==> src/rtl/dmem_arbiter_pkg.sv <==
// Shared types for the data-memory arbiter: FSM states and grant encoding.
package mem_arb_pkg;

  typedef enum logic {
    NORMAL = 1'b0,
    FORCE  = 1'b1
  } arb_state_t;

  typedef enum logic [1:0] {
    GNT_NONE = 2'd0,
    GNT_CPU  = 2'd1,
    GNT_CAM  = 2'd2
  } grant_t;

endpackage

==> src/rtl/cam_wfifo.sv <==
// Camera write buffer: circular FIFO of {addr, data} with per-entry valid bits
// and a combinational "any valid entry matches query_addr" output.
module cam_wfifo #(
  parameter  int ADDR_W = 32,
  parameter  int DATA_W = 32,
  parameter  int DEPTH  = 4,
  localparam int PTR_W  = $clog2(DEPTH),
  localparam int LVL_W  = $clog2(DEPTH + 1)
) (
  input  logic              clk,
  input  logic              reset,
  input  logic              push,
  input  logic [ADDR_W-1:0] push_addr,
  input  logic [DATA_W-1:0] push_data,
  input  logic              pop,
  input  logic [ADDR_W-1:0] query_addr,
  output logic [ADDR_W-1:0] head_addr,
  output logic [DATA_W-1:0] head_data,
  output logic              full,
  output logic              empty,
  output logic [LVL_W-1:0]  level,
  output logic              match
);

  logic [PTR_W:0]      head_reg;
  logic [PTR_W:0]      tail_reg;
  logic [LVL_W-1:0]    level_reg;
  logic [PTR_W-1:0]    head_idx;
  logic [PTR_W-1:0]    tail_idx;
  logic                do_push;
  logic                do_pop;
  logic [ADDR_W-1:0]   addr_arr [DEPTH];
  logic [DATA_W-1:0]   data_arr [DEPTH];
  logic [DEPTH-1:0]    hit_vec;

  assign head_idx = head_reg[PTR_W-1:0];
  assign tail_idx = tail_reg[PTR_W-1:0];

  // Same slot index with opposite wrap bits means the tail has lapped the head.
  assign empty = (head_reg == tail_reg);
  assign full  = (head_idx == tail_idx) && (head_reg[PTR_W] != tail_reg[PTR_W]);

  assign do_push = push && !full;
  assign do_pop  = pop && !empty;

  assign head_addr = addr_arr[head_idx];
  assign head_data = data_arr[head_idx];
  assign level     = level_reg;
  assign match     = |hit_vec;

  genvar gi;
  generate
    for (gi = 0; gi < DEPTH; gi++) begin : g_entry
      logic [ADDR_W-1:0] entry_addr_reg;
      logic [DATA_W-1:0] entry_data_reg;
      logic              entry_valid_reg;
      logic              wr_en;
      logic              clr_en;

      assign wr_en  = do_push && (tail_idx == PTR_W'(gi));
      assign clr_en = do_pop && (head_idx == PTR_W'(gi));

      always_ff @(posedge clk) begin
        if (reset) begin
          entry_valid_reg <= 1'b0;
        end else if (wr_en) begin
          entry_addr_reg  <= push_addr;
          entry_data_reg  <= push_data;
          entry_valid_reg <= 1'b1;
        end else if (clr_en) begin
          entry_valid_reg <= 1'b0;
        end
      end

      assign addr_arr[gi] = entry_addr_reg;
      assign data_arr[gi] = entry_data_reg;
      assign hit_vec[gi]  = entry_valid_reg && (entry_addr_reg == query_addr);
    end
  endgenerate

  always_ff @(posedge clk) begin
    if (reset) begin
      head_reg  <= '0;
      tail_reg  <= '0;
      level_reg <= '0;
    end else begin
      if (do_push) begin
        tail_reg <= tail_reg + 1'b1;
      end
      if (do_pop) begin
        head_reg <= head_reg + 1'b1;
      end
      level_reg <= level_reg + LVL_W'(do_push) - LVL_W'(do_pop);
    end
  end

endmodule

==> src/rtl/dmem_arbiter.sv <==
// Data-memory port arbiter: CPU memory stage has priority, buffered camera
// writes drain on idle cycles, on address hits, or in a forced anti-starvation slot.
module dmem_arbiter
  import mem_arb_pkg::*;
#(
  parameter  int ADDR_W       = 32,
  parameter  int DATA_W       = 32,
  parameter  int FIFO_DEPTH   = 4,
  parameter  int CAM_MAX_WAIT = 8,
  localparam int LVL_W        = $clog2(FIFO_DEPTH + 1),
  localparam int WAIT_W       = $clog2(CAM_MAX_WAIT + 1)
) (
  input  logic              clk,
  input  logic              reset,
  input  logic              cpu_req,
  input  logic              cpu_we,
  input  logic [ADDR_W-1:0] cpu_addr,
  input  logic [DATA_W-1:0] cpu_wdata,
  output logic [DATA_W-1:0] cpu_rdata,
  output logic              cpu_stall,
  input  logic              cam_valid,
  input  logic [ADDR_W-1:0] cam_addr,
  input  logic [DATA_W-1:0] cam_data,
  output logic              cam_ready,
  output logic              mem_we,
  output logic [ADDR_W-1:0] mem_addr,
  output logic [DATA_W-1:0] mem_wdata,
  input  logic [DATA_W-1:0] mem_rdata,
  output logic [LVL_W-1:0]  fifo_level
);

  arb_state_t        state_reg;
  logic [WAIT_W-1:0] wait_cnt_reg;
  grant_t            grant;

  logic              fifo_push;
  logic              fifo_pop;
  logic              fifo_full;
  logic              fifo_empty;
  logic              fifo_match;
  logic [ADDR_W-1:0] head_addr;
  logic [DATA_W-1:0] head_data;
  logic              hit;

  cam_wfifo #(
    .ADDR_W (ADDR_W),
    .DATA_W (DATA_W),
    .DEPTH  (FIFO_DEPTH)
  ) u_wfifo (
    .clk        (clk),
    .reset      (reset),
    .push       (fifo_push),
    .push_addr  (cam_addr),
    .push_data  (cam_data),
    .pop        (fifo_pop),
    .query_addr (cpu_addr),
    .head_addr  (head_addr),
    .head_data  (head_data),
    .full       (fifo_full),
    .empty      (fifo_empty),
    .level      (fifo_level),
    .match      (fifo_match)
  );

  assign cam_ready = !fifo_full && !reset;
  assign fifo_push = cam_valid && cam_ready;
  assign hit       = cpu_req && fifo_match;
  assign cpu_rdata = mem_rdata;

  // A hit implies a non-empty FIFO, so the hit case and the idle-drain case
  // share the same "pop the head" branch.
  always_comb begin
    grant = GNT_NONE;
    if (!reset) begin
      if (state_reg == FORCE) begin
        if (!fifo_empty) grant = GNT_CAM;
      end else if (cpu_req && !hit) begin
        grant = GNT_CPU;
      end else if (!fifo_empty) begin
        grant = GNT_CAM;
      end
    end
  end

  assign fifo_pop = (grant == GNT_CAM);

  always_comb begin
    cpu_stall = 1'b0;
    if (!reset) begin
      cpu_stall = (state_reg == FORCE) ? cpu_req : hit;
    end
  end

  always_comb begin
    mem_we    = 1'b0;
    mem_addr  = cpu_addr;
    mem_wdata = cpu_wdata;
    unique case (grant)
      GNT_CPU: mem_we = cpu_we;
      GNT_CAM: begin
        mem_we    = 1'b1;
        mem_addr  = head_addr;
        mem_wdata = head_data;
      end
      default: mem_we = 1'b0;
    endcase
  end

  always_ff @(posedge clk) begin
    if (reset) begin
      state_reg    <= NORMAL;
      wait_cnt_reg <= '0;
    end else begin
      unique case (state_reg)
        NORMAL: begin
          if (fifo_pop || fifo_empty) begin
            wait_cnt_reg <= '0;
          end else if (wait_cnt_reg != WAIT_W'(CAM_MAX_WAIT)) begin
            wait_cnt_reg <= wait_cnt_reg + 1'b1;
          end
          if (!fifo_pop && !fifo_empty && (wait_cnt_reg == WAIT_W'(CAM_MAX_WAIT - 1))) begin
            state_reg <= FORCE;
          end
        end
        FORCE: begin
          wait_cnt_reg <= '0;
          state_reg    <= NORMAL;
        end
        default: begin
          wait_cnt_reg <= '0;
          state_reg    <= NORMAL;
        end
      endcase
    end
  end

endmodule
==> config.mk <==
export PLATFORM = sky130hd
export DESIGN_NAME = dmem_arbiter
export DESIGN_NICKNAME = d
export VERILOG_FILES = /design/src/rtl/dmem_arbiter_pkg.sv /design/src/rtl/cam_wfifo.sv /design/src/rtl/dmem_arbiter.sv
export SDC_FILE = /design/constraint.sdc
export NUM_CORES = 1
export LEC_CHECK = 0
export CORE_MARGIN = 5
export CORE_UTILIZATION = 52
export DETAILED_ROUTE_END_ITERATION = 7
export GPL_ROUTABILITY_DRIVEN = 1
export GPL_TIMING_DRIVEN = 0
export PLACE_DENSITY_LB_ADDON = 0.05
export SLEW_MARGIN = 20
export SYNTH_ARGS = -nofsm -noshare
export SYNTH_HDL_FRONTEND = slang
export SYNTH_SLANG_ARGS = --single-unit
==> constraint.sdc <==
create_clock -name clk -period 5.35 [get_ports clk]
set_input_delay 0.535 -clock clk [delete_from_list [all_inputs] [get_ports clk]]
set_output_delay 0.535 -clock clk [all_outputs]
set_load 0.01 [all_outputs]
Word-level counts from Yosys, hierarchy flattened
Index checks and enable logic that the tools add are counted.

Bits in registers: 274. Output and inout bits: 102. Logic and storage cells: 110. Input port bits: 165.

Multiplexer cells: 28. Equal/unequal tests: 18. Reduce and logical (&&, ||, !) cells: 38. Bitwise operators: 3. $lt $le $gt $ge: 1. $add $sub $neg: 5.

Operators by type and width (count): $mux 32 (6); $bmux 32 s2 (2); $eq 32x32->1 (4); $logic_and 1x1->1 (21); $mux 1 (11); $eq 2x2->1 const B (5); $mux 2 (4); $mux 4 (2); $pmux 4 s2 (1); $reduce_and 2->1 (4); $reduce_bool 2->1 (4); $add 3x1->3 const B (2); $eq 2x1->1 const B (3); $logic_not 1->1 (5); $add 4x1->4 const B (1); $eq 4x3->1 const B (1); $logic_not 2->1 (2); $ne 4x4->1 const B (1); $pmux 1 s2 (2); $reduce_or 4->1 (1); $add 3x1->3 (1); $eq 3x3->1 (1); $ge 3x3->1 const B (1); $ne 3x3->1 const B (1); other kinds (6) (7).

Longest topological paths before layout
Depth in word-level cells: 15. Gate-level depth with buffers: 18. Depth with buffers taken out: 15.

Modules after synthesis
From an unflattened synthesis, not the netlist that was laid out.

Cell total of the unflattened synthesis: 732. Area total of the unflattened synthesis: 12672.2 sq um.

Modules (own cells, without submodules): cam_wfifo (area each 11353.4 sq um, seq. area each 7947.6 sq um, cells an instance 592, instances 1); dmem_arbiter (area each 1318.8 sq um, seq. area each 100.1 sq um, cells an instance 140, instances 1).

Worst setup path after synthesis
Ideal clock, no wire load.

Kind: input to register. From: in cpu_addr[5]. To: reg u_wfifo.level_reg[2], in the netlist u_wfifo.level[2]. Setup time: 128 ps. Slack: 1271 ps. Stages: 18. Buffers on the path: 3. Data required time: 5222 ps. Data arrival time: 3951 ps. Path through: clkbuf_1 -> xnor2_1 -> nand4_1 -> nor4_1 -> nand4_1 -> or4_4 -> a311oi_1 -> ha_1 -> clkbuf_1 -> nor2b_1 -> clkbuf_1 -> ha_1 -> inv_1 -> ha_1 -> fa_1 -> xnor2_1 -> xnor2_1 -> nor2_1.

Cells in the longest elaborated chain, start to end: 12. Elaborated cells on any way between the ends: 18. Classes of those cells: add/sub: 1; eq/ne: 5; mux: 3; reduce/logical: 9.

Ends and longest elaborated chain: start, declared (RTL line dmem_arbiter.sv:17) `input logic [ADDR_W-1:0] cpu_addr,`; $eq 32x32->1 (RTL line cam_wfifo.sv:77) `assign hit_vec[gi] = entry_valid_reg && (entry_addr_reg == query_addr);`; $logic_and 1x1->1 (RTL line cam_wfifo.sv:77); $reduce_or 4->1 * (RTL line cam_wfifo.sv:49) `assign match = |hit_vec;`; $logic_and 1x1->1 * (RTL line dmem_arbiter.sv:67) `assign hit = cpu_req && fifo_match;`; $logic_not 1->1 * (RTL line dmem_arbiter.sv:77) `end else if (cpu_req && !hit) begin`; $logic_and 1x1->1 * (RTL line dmem_arbiter.sv:77); $mux 2 * (RTL line dmem_arbiter.sv:77); $mux 2 * (RTL line dmem_arbiter.sv:75) `if (state_reg == FORCE) begin`; $mux 2 * (RTL line dmem_arbiter.sv:74) `if (!reset) begin`; $eq 2x2->1 * (RTL line dmem_arbiter.sv:85) `assign fifo_pop = (grant == GNT_CAM);`; $logic_and 1x1->1 * (RTL line cam_wfifo.sv:44) `assign do_pop = pop && !empty;`; via u_wfifo.do_pop (RTL line cam_wfifo.sv:31) `logic do_pop;`; $sub 3x1->3 * (RTL line cam_wfifo.sv:93) `level_reg <= level_reg + LVL_W'(do_push) - LVL_W'(do_pop);`; end signal, assigned (RTL line cam_wfifo.sv:93); end, declared (RTL line cam_wfifo.sv:27) `logic [LVL_W-1:0] level_reg;`.

The timed path passes the listed nets; every way through them passes the cells marked *. A chain may end at the register's enable or synchronous reset.

Worst setup path after layout
From: reg u_wfifo.g_entry[3].entry_addr_reg[16]. To: out mem_addr[30].

Cells in the longest elaborated chain, start to end: 11.

Ends and longest elaborated chain: start, declared (RTL line cam_wfifo.sv:54) `logic [ADDR_W-1:0] entry_addr_reg;`; start signal, assigned (RTL line cam_wfifo.sv:67) `entry_addr_reg <= push_addr;`; $eq 32x32->1 (RTL line cam_wfifo.sv:77); $logic_and 1x1->1 (RTL line cam_wfifo.sv:77); $reduce_or 4->1 (RTL line cam_wfifo.sv:49); $logic_and 1x1->1 (RTL line dmem_arbiter.sv:67); $logic_not 1->1 (RTL line dmem_arbiter.sv:77); $logic_and 1x1->1 (RTL line dmem_arbiter.sv:77); $mux 2 (RTL line dmem_arbiter.sv:77); $mux 2 (RTL line dmem_arbiter.sv:75); $mux 2 (RTL line dmem_arbiter.sv:74); $eq 2x2->1 (RTL line dmem_arbiter.sv:98) `unique case (grant)`; $mux 32 (RTL line dmem_arbiter.sv:98); end, declared (RTL line dmem_arbiter.sv:26) `output logic [ADDR_W-1:0] mem_addr,`.

Every way passes these cells.

==> impl_metrics.ini <==
[run_status]
status = completed

[synth]
synthesis_stage_register_bit_count = 274
synthesis.area_sq_um = 12800
seq_area_frac_synth_pct = 62.7
async_flop_share_pct = 0
synth_enable_flop_cells = 256
synth_ff_type = sky130_fd_sc_hd__edfxtp_1
synthDominantAreaCellType = sky130_fd_sc_hd__edfxtp_1
synth.area.top_cells = sky130_fd_sc_hd__edfxtp_1 60%, sky130_fd_sc_hd__mux4_2 11%, sky130_fd_sc_hd__mux2_2 5.5%
synth-warning-count = 0
yosysTopAreaCellShare_pct = 59.9
avgSynthCellArea_sq_um = 16.9
synth_nets = 939
syn_inst = 759
netlist-cell-type-count = 44

[min_path]
hold_depth = 1
hold_class = register to register

[timing]
worst_slew_margin_rel_pct = 41.8
report.final.setup_viol = 0
clock_skew_ns = 0.00997
fin_setup_tns_ns = 0
finalMaxSlewViolations = 0
period_minus_slack_ns = 5.24
max_freq_mhz = 191
tightestPinTransition_ns = 0.865
unrepaired_setup_endpoints_after_global_routing = no
finalHoldViolations = 0
final_min_period_over_clock_period_pct = 98.0

[placed_design]
routabilityCongestion = 0.835
numPlacedInstances = 1291
place.port_buffers = 204
dp_hpwl_um = 21700

[power_and_ir_drop]
design_power_total_w = 0.00492
power.density_nw_per_um2 = 301
peak_supply_drop_mv = 0.283
p_leak_nw = 5.41

[grt]
grt_pass1_wl_um = 45800
gr-total-overflow = 0
grt_max_degree = 41
vias_in_the_first_global_route = 7746
antenna_found_initial = 3
grtUsageTotal_pct = 21.3

[floorplanning]
die_width_um = 167
die_area_sq_um = 27900
core_sq_um = 24300
io-pin-count = 267
rows = 57
die_h_um = 167
initial_util_pct = 52.8

[finish]
flow.area_growth_from_synthesis_pct = 27.2
finalNetCount = 1179
insertedDiodeCount = 0
finalNonFillerCells = 1345
post_route_cells_drive_above_1_share_pct = 25.0

[cts]
clockBufferDepth = 3
sink_count_of_the_clock_tree = 274
cts_tree = yes
clk_pin_slew_worst_paths_ns = 0.06
tritoncts.num_buffers = 29
master_cell_of_the_clock_root_buffer = sky130_fd_sc_hd__clkbuf_16
htree_levels = 1
holdBufCountCts = 0
clkLatencyLatePin_ns = 0.54

[route]
vias = 7396
wl_per_cell_um = 22.7
post_drt_antenna_nets = 0
drt-vias-per-instance = 5.50
dr.first_iter.drc_count = 512
detailedRoute.firstPassIterationCount = 7
totalWireLength_um = 30600
drcViolationCount = 0

[setup_path]
worst_ep_required_time_ns = 4.82
crit-reg2reg-launch = u_wfifo.g_entry[3].entry_addr_reg[16]
r2r-end = u_wfifo.level[2]
crit_fanout = 10
worst_setup_sp = u_wfifo.g_entry[3].entry_addr_reg[16]
r2r_slack_ns = 0.61
setup.worst_path.end = mem_addr[30]
worst-setup-path-type = register to primary output
timing.critical_path.arrival_ns = 4.71
timing.critical_path.to_type = primary output
critical_path_source_type = register
worstRegToRegCells = 17

[job]
maxCapViolations = 0
worst min-delay path by stage:
stage,startpoint,end
5_1_grt,wait_cnt_reg[3],state_reg
3_3_place_gp,wait_cnt_reg[3],state_reg
6_report,wait_cnt_reg[3],state_reg
4_1_cts,wait_cnt_reg[3],state_reg
3_5_place_dp,wait_cnt_reg[3],state_reg
2_1_floorplan,wait_cnt_reg[3],state_reg
worst max-delay path, stage by stage, from the launching register on:
cell                              delay [ns]
sky130_fd_sc_hd__edfxtp_1               0.47
sky130_fd_sc_hd__xnor2_4                0.18
sky130_fd_sc_hd__nand4_1                0.17
sky130_fd_sc_hd__nor4_1                 0.38
sky130_fd_sc_hd__nand4_1                0.21
sky130_fd_sc_hd__or4_4                  0.63
sky130_fd_sc_hd__a311oi_1               0.31
sky130_fd_sc_hd__ha_2                   0.36
sky130_fd_sc_hd__clkbuf_4               0.28
sky130_fd_sc_hd__clkbuf_4               0.29
sky130_fd_sc_hd__mux2_2                 0.40
sky130_fd_sc_hd__clkdlybuf4s50_1        0.49
cells in the final DEF (no fill, tap or decap), types with 2 or more instances in the layout:
master                            synthesis  routed
sky130_fd_sc_hd__o21ai_0                  4       4
sky130_fd_sc_hd__o21a_1                   3       3
sky130_fd_sc_hd__buf_2                   23      24
sky130_fd_sc_hd__buf_12                   0       3
sky130_fd_sc_hd__nor2b_1                  3       3
sky130_fd_sc_hd__clkbuf_16                0      29
sky130_fd_sc_hd__nand2_1                  8       8
sky130_fd_sc_hd__mux2_2                  63      63
sky130_fd_sc_hd__buf_4                   33      34
sky130_fd_sc_hd__clkbuf_4                 0       3
sky130_fd_sc_hd__mux4_2                  64      64
sky130_fd_sc_hd__inv_1                   15      14
sky130_fd_sc_hd__a21boi_0                 3       3
sky130_fd_sc_hd__clkinv_2                 0       6
sky130_fd_sc_hd__xnor2_1                 58      58
sky130_fd_sc_hd__nor3_1                   7       7
sky130_fd_sc_hd__clkbuf_2                 1       5
sky130_fd_sc_hd__dfxtp_1                 18      18
sky130_fd_sc_hd__nor2_1                   9       9
sky130_fd_sc_hd__xnor2_2                  3       3
sky130_fd_sc_hd__xor2_1                  73      73
sky130_fd_sc_hd__edfxtp_1               256     256
sky130_fd_sc_hd__bufinv_16                0       3
sky130_fd_sc_hd__clkbuf_1                23      21
sky130_fd_sc_hd__nand3_1                  7       7
sky130_fd_sc_hd__clkinv_1                 0       7
sky130_fd_sc_hd__buf_6                    7       7
sky130_fd_sc_hd__nand4_1                 16      16
sky130_fd_sc_hd__clkdlybuf4s50_1          0     204
sky130_fd_sc_hd__a21oi_1                  5       5
sky130_fd_sc_hd__ha_1                    14      13
sky130_fd_sc_hd__nor3b_1                  2       2
sky130_fd_sc_hd__nor4_1                  21      21
sky130_fd_sc_hd__and3_4                   0       3
area by class of cell:
cell class | instances | area [sq um]
clock buffer | 35 | 748
inverter | 15 | 58.8
clock inverter | 18 | 165
fill | 1734 | 7990
tap | 324 | 405
timing repair buffer | 210 | 2140
buffer | 87 | 549
multi-input combinational | 382 | 4220
sequential | 274 | 8050
Yosys cell counts (all sizes together), types with 4 or more instances:
cell type	n
ha	14
nand3	7
mux2	63
xnor2	62
nor3	7
inv	15
dfxtp	18
o21ai	4
mux4	64
nor4	21
nand2	8
nor2	9
nand4	16
clkbuf	24
edfxtp	256
a21oi	5
xor2	73
buf	64
cell families (layout without fill, tap and decap cells):
group	count (synthesis)	in the layout	share of synthesized area (%)
and+or+nand+nor	83	83	3.72
AOI/OAI and AO/OA	21	21	1.10
buffers and inverters	103	365	4.62
xor gates and xnor gates	135	135	9.53
DFF	274	274	62.7
adders and majority gates	15	15	1.52
muxes	128	128	16.8
metrics by stage:
stage	cell area [sq um]	utilization [%]	setup WS, ns	hold WS [ns]
2_1_floorplan	12800	-	1.27	0.430
3_3_place_gp	15300	62.9	-0.688	0.454
3_5_place_dp	15400	63.3	-0.739	0.455
4_1_cts	16300	67.1	-0.0193	0.472
5_1_grt	16300	67.2	0.00122	0.487
6_report	16300	67.2	0.106	0.477
where the power goes:
group	switching [W]	total (W)	internal [W]
Combinational	0.000248	0.000559	0.000311
Clock	0.000789	0.00193	0.00114
Sequential	0.0000245	0.00243	0.00241
repair_timing:
action | CTS | global route
resized for setup | 7 | 8
setup buffers | 0 | 2
pin swaps | 0 | 1
endpoints found under the setup margin | 65 | 25
metal layers:
layer | part of all wire [%] | GRT usage, %
met5 | 0.085 | 0
met4 | 1.8 | 4.80
met3 | 10 | 6.34
met2 | 48 | 35.5
met1 | 40 | 28.2
Note: power is estimated with default switching activity, not from simulation.
